### config.mk
export PLATFORM = sky130hd
export DESIGN_NAME = sdram_arbiter
export DESIGN_NICKNAME = d
export VERILOG_FILES = /design/src/rtl/sdram_arbiter.sv
export SDC_FILE = /design/constraint.sdc
export NUM_CORES = 1
export LEC_CHECK = 0
export BUFFER_PORTS_ARGS = -buffer_cell sky130_fd_sc_hd__buf_2
export CAP_MARGIN = 25
export CORE_MARGIN = 10
export CORE_UTILIZATION = 39
export CTS_CLUSTER_DIAMETER = 40
export CTS_CLUSTER_SIZE = 25
export DETAILED_ROUTE_END_ITERATION = 16
export GPL_TIMING_DRIVEN = 0
export PLACE_DENSITY_LB_ADDON = 0.08
export SKIP_LAST_GASP = 1
export SLEW_MARGIN = 20
export SYNTH_ARGS = -nofsm -noshare
export SYNTH_HDL_FRONTEND = slang
export SYNTH_SLANG_ARGS = --single-unit
### constraint.sdc
create_clock -name CLK -period 11.5 [get_ports CLK]
set_input_delay 2.3 -clock CLK [delete_from_list [all_inputs] [get_ports CLK]]
set_output_delay 2.3 -clock CLK [all_outputs]
set_load 0.02 [all_outputs]
### src/rtl/sdram_arbiter.sv
// sdram_arbiter: four-requester scheduler for one SDRAM controller port.
// Fixed priority ch0 > ch1 > ch2 > ch3, with a starvation guard that
// forces ch3 after STARVE_LIMIT lower-channel grants while it waits.
//
// Ports:
//   CLK, RESET        clock, async active-high reset
//   REQ[3:0]          one-cycle request pulses
//   REQ_ADDR          per-channel address, ch n at [n*ADDR_W +: ADDR_W]
//   WR_DATA, WR_BS    ch3 write data / byte selects (taken with REQ[3])
//   SDRAM_RD/WR       command strobes to the controller
//   SDRAM_BURST       64-bit burst read (ch1)
//   SDRAM_ADDR/DIN/BS command address, write data, byte selects
//   SDRAM_DOUT        read data from the controller
//   SDRAM_READY       controller idle / complete
//   RD_DATA           data of the last completed read
//   DONE[3:0]         one-cycle completion pulse per channel
//   OVERRUN[3:0]      sticky: request hit an already-pending channel
//   BUSY              arbiter not in IDLE
//   TIMEOUT           sticky watchdog flag (SDRAM_ARB_TIMEOUT_EN only)
//
// Build option: define SDRAM_ARB_TIMEOUT_EN to add an 8-bit watchdog
// on CMD+WAIT and the TIMEOUT output.
module sdram_arbiter #(
  parameter int ADDR_W       = 26,
  parameter int STARVE_LIMIT = 4
) (
  input  logic                CLK,
  input  logic                RESET,
  input  logic [3:0]          REQ,
  input  logic [4*ADDR_W-1:0] REQ_ADDR,
  input  logic [15:0]         WR_DATA,
  input  logic [1:0]          WR_BS,
  output logic                SDRAM_RD,
  output logic                SDRAM_WR,
  output logic                SDRAM_BURST,
  output logic [ADDR_W-1:0]   SDRAM_ADDR,
  output logic [15:0]         SDRAM_DIN,
  output logic [1:0]          SDRAM_BS,
  input  logic [63:0]         SDRAM_DOUT,
  input  logic                SDRAM_READY,
  output logic [63:0]         RD_DATA,
  output logic [3:0]          DONE,
  output logic [3:0]          OVERRUN,
`ifdef SDRAM_ARB_TIMEOUT_EN
  output logic                BUSY,
  output logic                TIMEOUT
`else
  output logic                BUSY
`endif
);

  typedef enum logic [1:0] {
    S_IDLE,
    S_CMD,
    S_WAIT,
    S_FIN
  } state_t;

  localparam logic [3:0] LIMIT = 4'(STARVE_LIMIT);

  state_t            state_q;
  logic [3:0]        pend_q;
  logic [3:0]        pend_d;
  logic [ADDR_W-1:0] addr_q [4];
  logic [15:0]       wdata_q;
  logic [1:0]        wbs_q;
  logic [3:0]        starve_q;
  logic [3:0]        starve_d;
  logic [1:0]        grant_q;
  logic              ready_prev_q;

  logic              rd_q;
  logic              wr_q;
  logic              burst_q;
  logic [ADDR_W-1:0] cmd_addr_q;
  logic [15:0]       din_q;
  logic [1:0]        bs_q;
  logic [63:0]       rd_data_q;
  logic [3:0]        done_q;
  logic [3:0]        ovr_q;

`ifdef SDRAM_ARB_TIMEOUT_EN
  logic [7:0]        wdog_q;
  logic              timeout_q;
`endif

  logic [ADDR_W-1:0] req_a [4];
  logic [3:0]        acc;
  logic [3:0]        avail;
  logic [3:0]        gmask;
  logic              force3;
  logic              grant_ok;
  logic [1:0]        gsel;
  logic [ADDR_W-1:0] gaddr;
  logic [15:0]       gdata;
  logic [1:0]        gbs;

  // A request arriving this cycle is visible to the grant logic
  // immediately, so an idle arbiter issues the command next cycle.
  always_comb begin
    for (int n = 0; n < 4; n++) begin
      req_a[n] = REQ_ADDR[n*ADDR_W +: ADDR_W];
    end
    acc      = REQ & ~pend_q;
    avail    = pend_q | REQ;
    force3   = avail[3] && (starve_q == LIMIT);
    grant_ok = (state_q == S_IDLE) && SDRAM_READY
               && (avail != 4'd0);

    if (force3)        gsel = 2'd3;
    else if (avail[0]) gsel = 2'd0;
    else if (avail[1]) gsel = 2'd1;
    else if (avail[2]) gsel = 2'd2;
    else               gsel = 2'd3;

    gmask  = grant_ok ? (4'd1 << gsel) : 4'd0;
    gaddr  = acc[gsel] ? req_a[gsel] : addr_q[gsel];
    gdata  = acc[3] ? WR_DATA : wdata_q;
    gbs    = acc[3] ? WR_BS : wbs_q;
    pend_d = avail & ~gmask;

    if (grant_ok && gsel == 2'd3)
      starve_d = 4'd0;
    else if (!avail[3])
      starve_d = 4'd0;
    else if (grant_ok && starve_q < LIMIT)
      starve_d = starve_q + 4'd1;
    else
      starve_d = starve_q;
  end

  always_ff @(posedge CLK or posedge RESET) begin
    if (RESET) begin
      state_q      <= S_IDLE;
      pend_q       <= '0;
      for (int n = 0; n < 4; n++) addr_q[n] <= '0;
      wdata_q      <= '0;
      wbs_q        <= '0;
      starve_q     <= '0;
      grant_q      <= '0;
      ready_prev_q <= 1'b0;
      rd_q         <= 1'b0;
      wr_q         <= 1'b0;
      burst_q      <= 1'b0;
      cmd_addr_q   <= '0;
      din_q        <= '0;
      bs_q         <= '0;
      rd_data_q    <= '0;
      done_q       <= '0;
      ovr_q        <= '0;
`ifdef SDRAM_ARB_TIMEOUT_EN
      wdog_q       <= '0;
      timeout_q    <= 1'b0;
`endif
    end else begin
      pend_q       <= pend_d;
      starve_q     <= starve_d;
      ready_prev_q <= SDRAM_READY;
      ovr_q        <= ovr_q | (REQ & pend_q);
      done_q       <= '0;
      for (int n = 0; n < 4; n++) begin
        if (acc[n]) addr_q[n] <= req_a[n];
      end
      if (acc[3]) begin
        wdata_q <= WR_DATA;
        wbs_q   <= WR_BS;
      end

      unique case (state_q)
        S_IDLE: begin
          if (grant_ok) begin
            grant_q    <= gsel;
            rd_q       <= (gsel != 2'd3);
            wr_q       <= (gsel == 2'd3);
            burst_q    <= (gsel == 2'd1);
            cmd_addr_q <= gaddr;
            if (gsel == 2'd3) begin
              din_q <= gdata;
              bs_q  <= gbs;
            end else begin
              bs_q  <= 2'b11;
            end
`ifdef SDRAM_ARB_TIMEOUT_EN
            wdog_q     <= '0;
`endif
            state_q    <= S_CMD;
          end
        end
        S_CMD: begin
          // controller accepted the command once READY falls
          if (ready_prev_q && !SDRAM_READY) begin
            rd_q    <= 1'b0;
            wr_q    <= 1'b0;
            state_q <= S_WAIT;
          end
        end
        S_WAIT: begin
          if (SDRAM_READY) begin
            if (grant_q != 2'd3) rd_data_q <= SDRAM_DOUT;
            done_q  <= 4'd1 << grant_q;
            state_q <= S_FIN;
          end
        end
        S_FIN: begin
          state_q <= S_IDLE;
        end
      endcase

`ifdef SDRAM_ARB_TIMEOUT_EN
      // watchdog wins over the normal CMD/WAIT progress
      if (state_q == S_CMD || state_q == S_WAIT) begin
        if (wdog_q == 8'hFF) begin
          rd_q      <= 1'b0;
          wr_q      <= 1'b0;
          rd_data_q <= rd_data_q;
          done_q    <= 4'd1 << grant_q;
          timeout_q <= 1'b1;
          state_q   <= S_IDLE;
        end else begin
          wdog_q <= wdog_q + 8'd1;
        end
      end
`endif
    end
  end

  assign SDRAM_RD    = rd_q;
  assign SDRAM_WR    = wr_q;
  assign SDRAM_BURST = burst_q;
  assign SDRAM_ADDR  = cmd_addr_q;
  assign SDRAM_DIN   = din_q;
  assign SDRAM_BS    = bs_q;
  assign RD_DATA     = rd_data_q;
  assign DONE        = done_q;
  assign OVERRUN     = ovr_q;
  assign BUSY        = (state_q != S_IDLE);
`ifdef SDRAM_ARB_TIMEOUT_EN
  assign TIMEOUT     = timeout_q;
`endif

endmodule

==> results of run 1 <==
area by class of cell:
class / count / area [um^2] / share of cell area
plain buffers: 77 / 354 / 0.0237
clock inverters: 26 / 327 / 0.0219
repair buffers: 314 / 1620 / 0.108
clock buffers: 50 / 1130 / 0.0758
well taps: 384 / 480 / 0.0322
multi-input cells: 691 / 4620 / 0.309
flip-flops and latches: 254 / 6360 / 0.425
diodes: 5 / 12.5 / 0.000837
inverters: 9 / 41.3 / 0.00276
metal layers:
layer | track usage | wire, um | vias to the layer above
li1 | - | - | 4397
met1 | 0.264 | 16200 | 4665
met2 | 0.347 | 18700 | 399
met3 | 0.0850 | 4080 | 91
met4 | 0.0660 | 923 | 16
met5 | 0 | 91 | -
final timing paths:
kind / startpoint / endpoint / slack (ns) / cells after the start
setup / recovery: REQ[1] / SDRAM_ADDR[0]$_DFFE_PP0P_ / 7.19 / 7
hold / removal: OVERRUN[1]$_DFF_PP0_ / OVERRUN[1]$_DFF_PP0_ / 0.46 / 1
setup reg to reg: pend_q[1]$_DFF_PP0_ / SDRAM_ADDR[0]$_DFFE_PP0P_ / 8.60 / 6
hold reg to reg: OVERRUN[1]$_DFF_PP0_ / OVERRUN[1]$_DFF_PP0_ / 0.46 / 1
max in group asynchronous: RESET / SDRAM_ADDR[17]$_DFFE_PP0P_ / 8.41 / 4
min in group asynchronous: RESET / RD_DATA[29]$_DFFE_PP0P_ / 1.84 / 2
power breakdown:
group	switching, mW	internal [mW]
registers	0.187	1.27
clock network	0.464	0.843
logic	0.847	0.631
total	1.50	2.75
critical path, stage by stage:
cell and delay [ns]:
buf_2 0.15, nor4_4 0.41, clkbuf_2 0.34, a31o_2 0.20, clkbuf_1 0.44, clkbuf_1 0.67
o31ai_1 0.18
registers in the layout, indices dropped and copies added, names as in the netlist, 4 cells and up:
register    flops
starve_q        4
OVERRUN         4
wdata_q        16
DONE            4
addr_q        104
pend_q          4
RD_DATA        64
SDRAM_DIN      16
SDRAM_ADDR     26
layout by cell type (no fill, tap or decap), drive strengths merged, types with 8 or more instances in the layout:
master    n
o31ai    24
nand2   270
o21a     26
clkinv   12
inv      13
nand3    50
or2       8
a221o    25
and3     25
a21oi     8
mux2    134
clkbuf  104
a221oi   47
nor2     17
buf     337
dfrtp   254
cell families after synthesis:
group / after synthesis / synth area share
compound gates: 159 / 0.115
xor+xnor: 1 / 0.000771
fa+ha+maj: 6 / 0.00660
buf+inv: 86 / 0.0341
flops: 254 / 0.559
mux: 135 / 0.134
simple gates: 390 / 0.150
metrics by stage:
stage                      util  instances  hold WS, ns  setup TNS [ns]
after floorplan               -       1031        0.436               0
after global placement    0.467       1727        0.438         -324.54
after detailed placement  0.469       1729        0.446               0
after CTS                 0.520       1805        0.458               0
after global routing      0.520       1806        0.477               0
final                     0.521       1810        0.459               0
==> impl_metrics.env, run 1 <==
export IMPL_synth_cell_area_um2=11400
export IMPL_drt_first_pass_iters=7
export IMPL_cts_sinks=254
export IMPL_routed_via_density=5.29
export IMPL_ant_nets=0
export IMPL_post_place_ws_ns=6.64
export IMPL_fin_crit_ns=4.31
export IMPL_place_congestion=0.798
export IMPL_worstPathMaxFanout=10
export IMPL_grt_pass1_wl_mm=60.9
export IMPL_htree_levels=2
export IMPL_yosysTopAreaCell="dfrtp_1"
export IMPL_clkSlewWorstSetupHoldPaths_ns=0.06
export IMPL_drc=0
export IMPL_initialDrtViolationCount=628
export IMPL_worstPathArrival_ns=4.69
export IMPL_rsz0062_at_grt="no"
export IMPL_synthCells=1031
export IMPL_start_util=0.396
export IMPL_power_mw=4.24
export IMPL_synth_edf_count=0
export IMPL_clkLatencyLatePin_ns=0.54
export IMPL_drv_cap=0
export IMPL_fillers=2690
export IMPL_cts_setup_buffers=0
export IMPL_seq_area_frac_synth=0.559
export IMPL_finalWorstSetupSlack_ns=7.19
export IMPL_io_pins=313
export IMPL_worst_slew_pin_slew_ns=0.857
export IMPL_fin_crit_sh=0.375
export IMPL_cts_tree="done"
export IMPL_grtUsageTotal=0.217
export IMPL_holdBufCountCts=0
export IMPL_die_y_um=191
export IMPL_synth_most_common_cell="nand2_1"
export IMPL_setup_viol=0
export IMPL_endpoint_kind="register"
export IMPL_post_cts_resized=0
export IMPL_die_area_um2=36400
export IMPL_postSynthAreaPerCell_um2=11.0
export IMPL_numCtsBuffers=42
export IMPL_peakVddDrop_v=0.000208
export IMPL_ys_types=48
export IMPL_fmax_mhz=232
export IMPL_cts_root_buf="clkbuf_16"
export IMPL_final_area_um2=14900
export IMPL_core_area_um2=28700
export IMPL_syn_nets=1230
export IMPL_antenna_found_initial=12
export IMPL_yosys_area_top_type_share=0.559
export IMPL_synthTopCellsByCount="nand2_1 (270), dfrtp_1 (254), mux2_2 (133), clkbuf_1 (53), nand3_1 (50)"
export IMPL_maxSlewHeadroom=0.426
export IMPL_ys_flop_type="dfrtp_1"
export IMPL_hold_viol=0
export IMPL_overflow=0
export IMPL_drive_above_1_share=0.391
export IMPL_num_vias=9568
export IMPL_wl_per_cell_um=22.1
export IMPL_ys_ff_latch=254
export IMPL_hp_class="reg2reg"
export IMPL_worstSetupPathType="in2reg"
export IMPL_maxSlewViolCount=0
export IMPL_cts_max_path_buffers=3
export IMPL_placed_area_um2=13500
export IMPL_pwr_density_cell_nw_per_um2=284
export IMPL_yosys_warnings=0
export IMPL_first_global_vias=10286
export IMPL_yosys_top_cells_area="dfrtp_1 (56%), mux2_2 (13%), nand2_1 (8.9%)"
export IMPL_numPortBuffers=312
export IMPL_worstSetupStartpointType="input port"
export IMPL_leakagePower_nw=7.32
export IMPL_fin_skew_ns=0.0141
export IMPL_place_hpwl_mm=28.6
export IMPL_grt_start_max_net_pins=97
export IMPL_wl_mm=40.0
export IMPL_status="finished, final reports clean"
export IMPL_area_growth_syn_to_layout_pct=31.5
export IMPL_fin_nets=1588
export IMPL_synthArstFlopShare=1.00
export IMPL_num_rows=62
export IMPL_cp_required_ns=11.88
export IMPL_die_w_um=191
Power figures use the tool's default switching activity.
==> run 2: changes to the inputs <==
Settings changed: ABC_AREA from default to 1.
Clock period 11.5 ns to 4.1 ns, I/O delays scaled along.
==> run 2 against run 1 <==
Compared with the run above:
- clock skew rose by 0.018 ns
- sequential share of layout area fell by 2.2 points
- global-route usage barely moved
- non-clock buffer count rose by 20
- area after synthesis rose by 5.8%
- synthesized cell count rose by 19%
- critical path type is now reg2reg
==> impl_metrics.env, run 2 <==
export IMPL_ys_types=27
export IMPL_worstPathArrival_ns=2.78
export IMPL_ys_ff_latch=254
export IMPL_cts_tree="done"
export IMPL_core_area_um2=30500
export IMPL_rsz0062_at_grt="no"
export IMPL_overflow=0
export IMPL_status="finished, final reports clean"
export IMPL_setup_viol=0
export IMPL_cts_max_path_buffers=3
export IMPL_placed_cells=1939
export IMPL_post_place_ws_ns=1.41
export IMPL_worst_slew_pin_slew_ns=0.797
export IMPL_cp_required_ns=4.51
export IMPL_wl_per_cell_um=21.1
export IMPL_pwr_density_cell_nw_per_um2=795
export IMPL_wl_mm=42.7
export IMPL_power_mw=12.5
export IMPL_die_y_um=196
export IMPL_endpoint_kind="register"
export IMPL_synth_most_common_cell="nand2_1"
export IMPL_hp_class="in2async"
export IMPL_io_pins=313
export IMPL_drive_above_1_share=0.390
export IMPL_leakagePower_nw=8.14
export IMPL_clkLatencyLatePin_ns=0.55
export IMPL_worstSetupStartpointType="register"
export IMPL_fin_crit_ns=2.36
export IMPL_yosys_top_cells_area="dfrtp_1 (53%), mux2_2 (16%), nand2_1 (8.8%)"
export IMPL_fin_util=0.517
export IMPL_numPortBuffers=311
export IMPL_peakVddDrop_v=0.000507
export IMPL_postSynthAreaPerCell_um2=9.83
export IMPL_cts_setup_buffers=0
export IMPL_whs_ns=0.363
export IMPL_die_area_um2=38200
export IMPL_holdBufCountCts=0
export IMPL_seq_area_frac_synth=0.529
export IMPL_syn_nets=1422
export IMPL_synthArstFlopShare=1.00
export IMPL_first_global_vias=11080
export IMPL_mostFrequentLayoutCells="buf_2 (364), nand2_1 (283), dfrtp_1 (254)"
export IMPL_yosys_area_top_type_share=0.529
export IMPL_yosys_warnings=0
export IMPL_drv_cap=0
export IMPL_final_area_um2=15800
export IMPL_die_w_um=196
export IMPL_hold_viol=0
export IMPL_tns_ns=0
export IMPL_numCtsBuffers=42
export IMPL_grt_pass1_wl_mm=65.2
export IMPL_worstPathMaxFanout=10
export IMPL_initialDrtViolationCount=751
export IMPL_largest_reg_flops=104
export IMPL_num_rows=64
export IMPL_fin_skew_ns=0.0325
export IMPL_start_util=0.394
export IMPL_maxSlewViolCount=0
export IMPL_final_cells=2022
export IMPL_final_common_cell="buf_2"
export IMPL_fin_nets=1786
export IMPL_place_congestion=0.837
export IMPL_cts_sinks=254
export IMPL_finalWorstSetupSlack_ns=1.74
export IMPL_post_cts_resized=0
export IMPL_place_hpwl_mm=32.0
export IMPL_grt_start_max_net_pins=33
export IMPL_synthTopCellsByCount="nand2_1 (283), dfrtp_1 (254), mux2_2 (168), nand4_1 (131), nand3_1 (127)"
export IMPL_placed_area_um2=14300
export IMPL_grtUsageTotal=0.217
export IMPL_maxSlewHeadroom=0.468
export IMPL_cts_root_buf="clkbuf_16"
export IMPL_ys_flop_type="dfrtp_1"
export IMPL_synth_cell_area_um2=12000
export IMPL_regMostFlops="addr_q"
export IMPL_ant_nets=0
export IMPL_fmax_mhz=423
export IMPL_num_vias=10645
export IMPL_worstSetupPathType="reg2reg"
export IMPL_synth_edf_count=0
export IMPL_yosysTopAreaCell="dfrtp_1"
export IMPL_clkSlewWorstSetupHoldPaths_ns=0.05
export IMPL_drc=0
export IMPL_area_growth_syn_to_layout_pct=31.2
export IMPL_antenna_found_initial=10
export IMPL_htree_levels=2
export IMPL_drt_first_pass_iters=5
export IMPL_routed_via_density=5.26
export IMPL_synthCells=1223
export IMPL_fin_crit_sh=0.577
## run 2: cell count changes after synthesis, sizes merged, moves of 23 or more
cell,delta
a221o,-25
nand3,+77
o31ai,-23
clkbuf,-23
mux2,+34
buf,+37
a221oi,-47
and3,-25
nor2,+66
nand4,+131
o21a,-26
## run 2: per-layer routing
metal	vias to the layer above	wire length, um	global-route usage
met5	-	42	0
met1	5181	18000	0.276
met4	8	1150	0.0701
li1	4977	-	-
met2	393	19900	0.344
met3	86	3690	0.0658
## run 2: critical path, cell delays in order, from the launching register on
cell and delay [ns]:
dfrtp_1 0.40, inv_1 0.08, ha_1 0.15, nand2_1 0.05
nor2_1 0.18, nand2_4 0.15, nand2_4 0.11, inv_2 0.10
nand3_1 0.09, nand2_1 0.10, nor2_4 0.21, buf_2 0.33
nand2_1 0.09, nand3_1 0.11, nand2_1 0.07
## run 2: path summary, 6_finish.rpt
path	depth (start not counted)	slack, ns	start	endpoint
worst max-delay path	14	1.74	starve_q[0]$_DFFE_PP0P_	SDRAM_ADDR[7]$_DFFE_PP0P_
worst min-delay path	2	0.36	RESET	SDRAM_DIN[4]$_DFFE_PP0P_
worst max register to register	14	1.74	starve_q[0]$_DFFE_PP0P_	SDRAM_ADDR[7]$_DFFE_PP0P_
worst min register to register	1	0.45	grant_q[1]$_DFFE_PP0P_	DONE[0]$_DFF_PP0_
max in group asynchronous	5	2.75	RESET	addr_q[61]$_DFFE_PP0N_
min in group CLK	1	0.45	SDRAM_READY	ready_prev_q$_DFF_PP0_
## run 2: final cells by class
cell class                 instances  area (um^2)
sequential                       254         6360
multi-input combinational        846         5120
clock buffer                      57         1190
fill                            2912        14700
buffer                            91          427
antenna                            6         15.0
inverter                          32          124
tap                              396          495
timing repair buffer             320         1750
clock inverter                    20          295
## run 2: kinds of logic after synthesis
kind of cell	Yosys count	share of synthesized area
AND/OR/NAND/NOR	632	0.242
adder cells (fa/ha/maj)	6	0.00624
flip-flops	254	0.529
buffers and inverters	123	0.0455
multiplexers	168	0.157
AO/OA/AOI/OAI	40	0.0203
## run 2: power breakdown
part	switching (mW)	total [mW]	internal, mW
combinational	3.07	4.86	1.79
sequential	0.484	3.99	3.51
clock	1.28	3.69	2.42
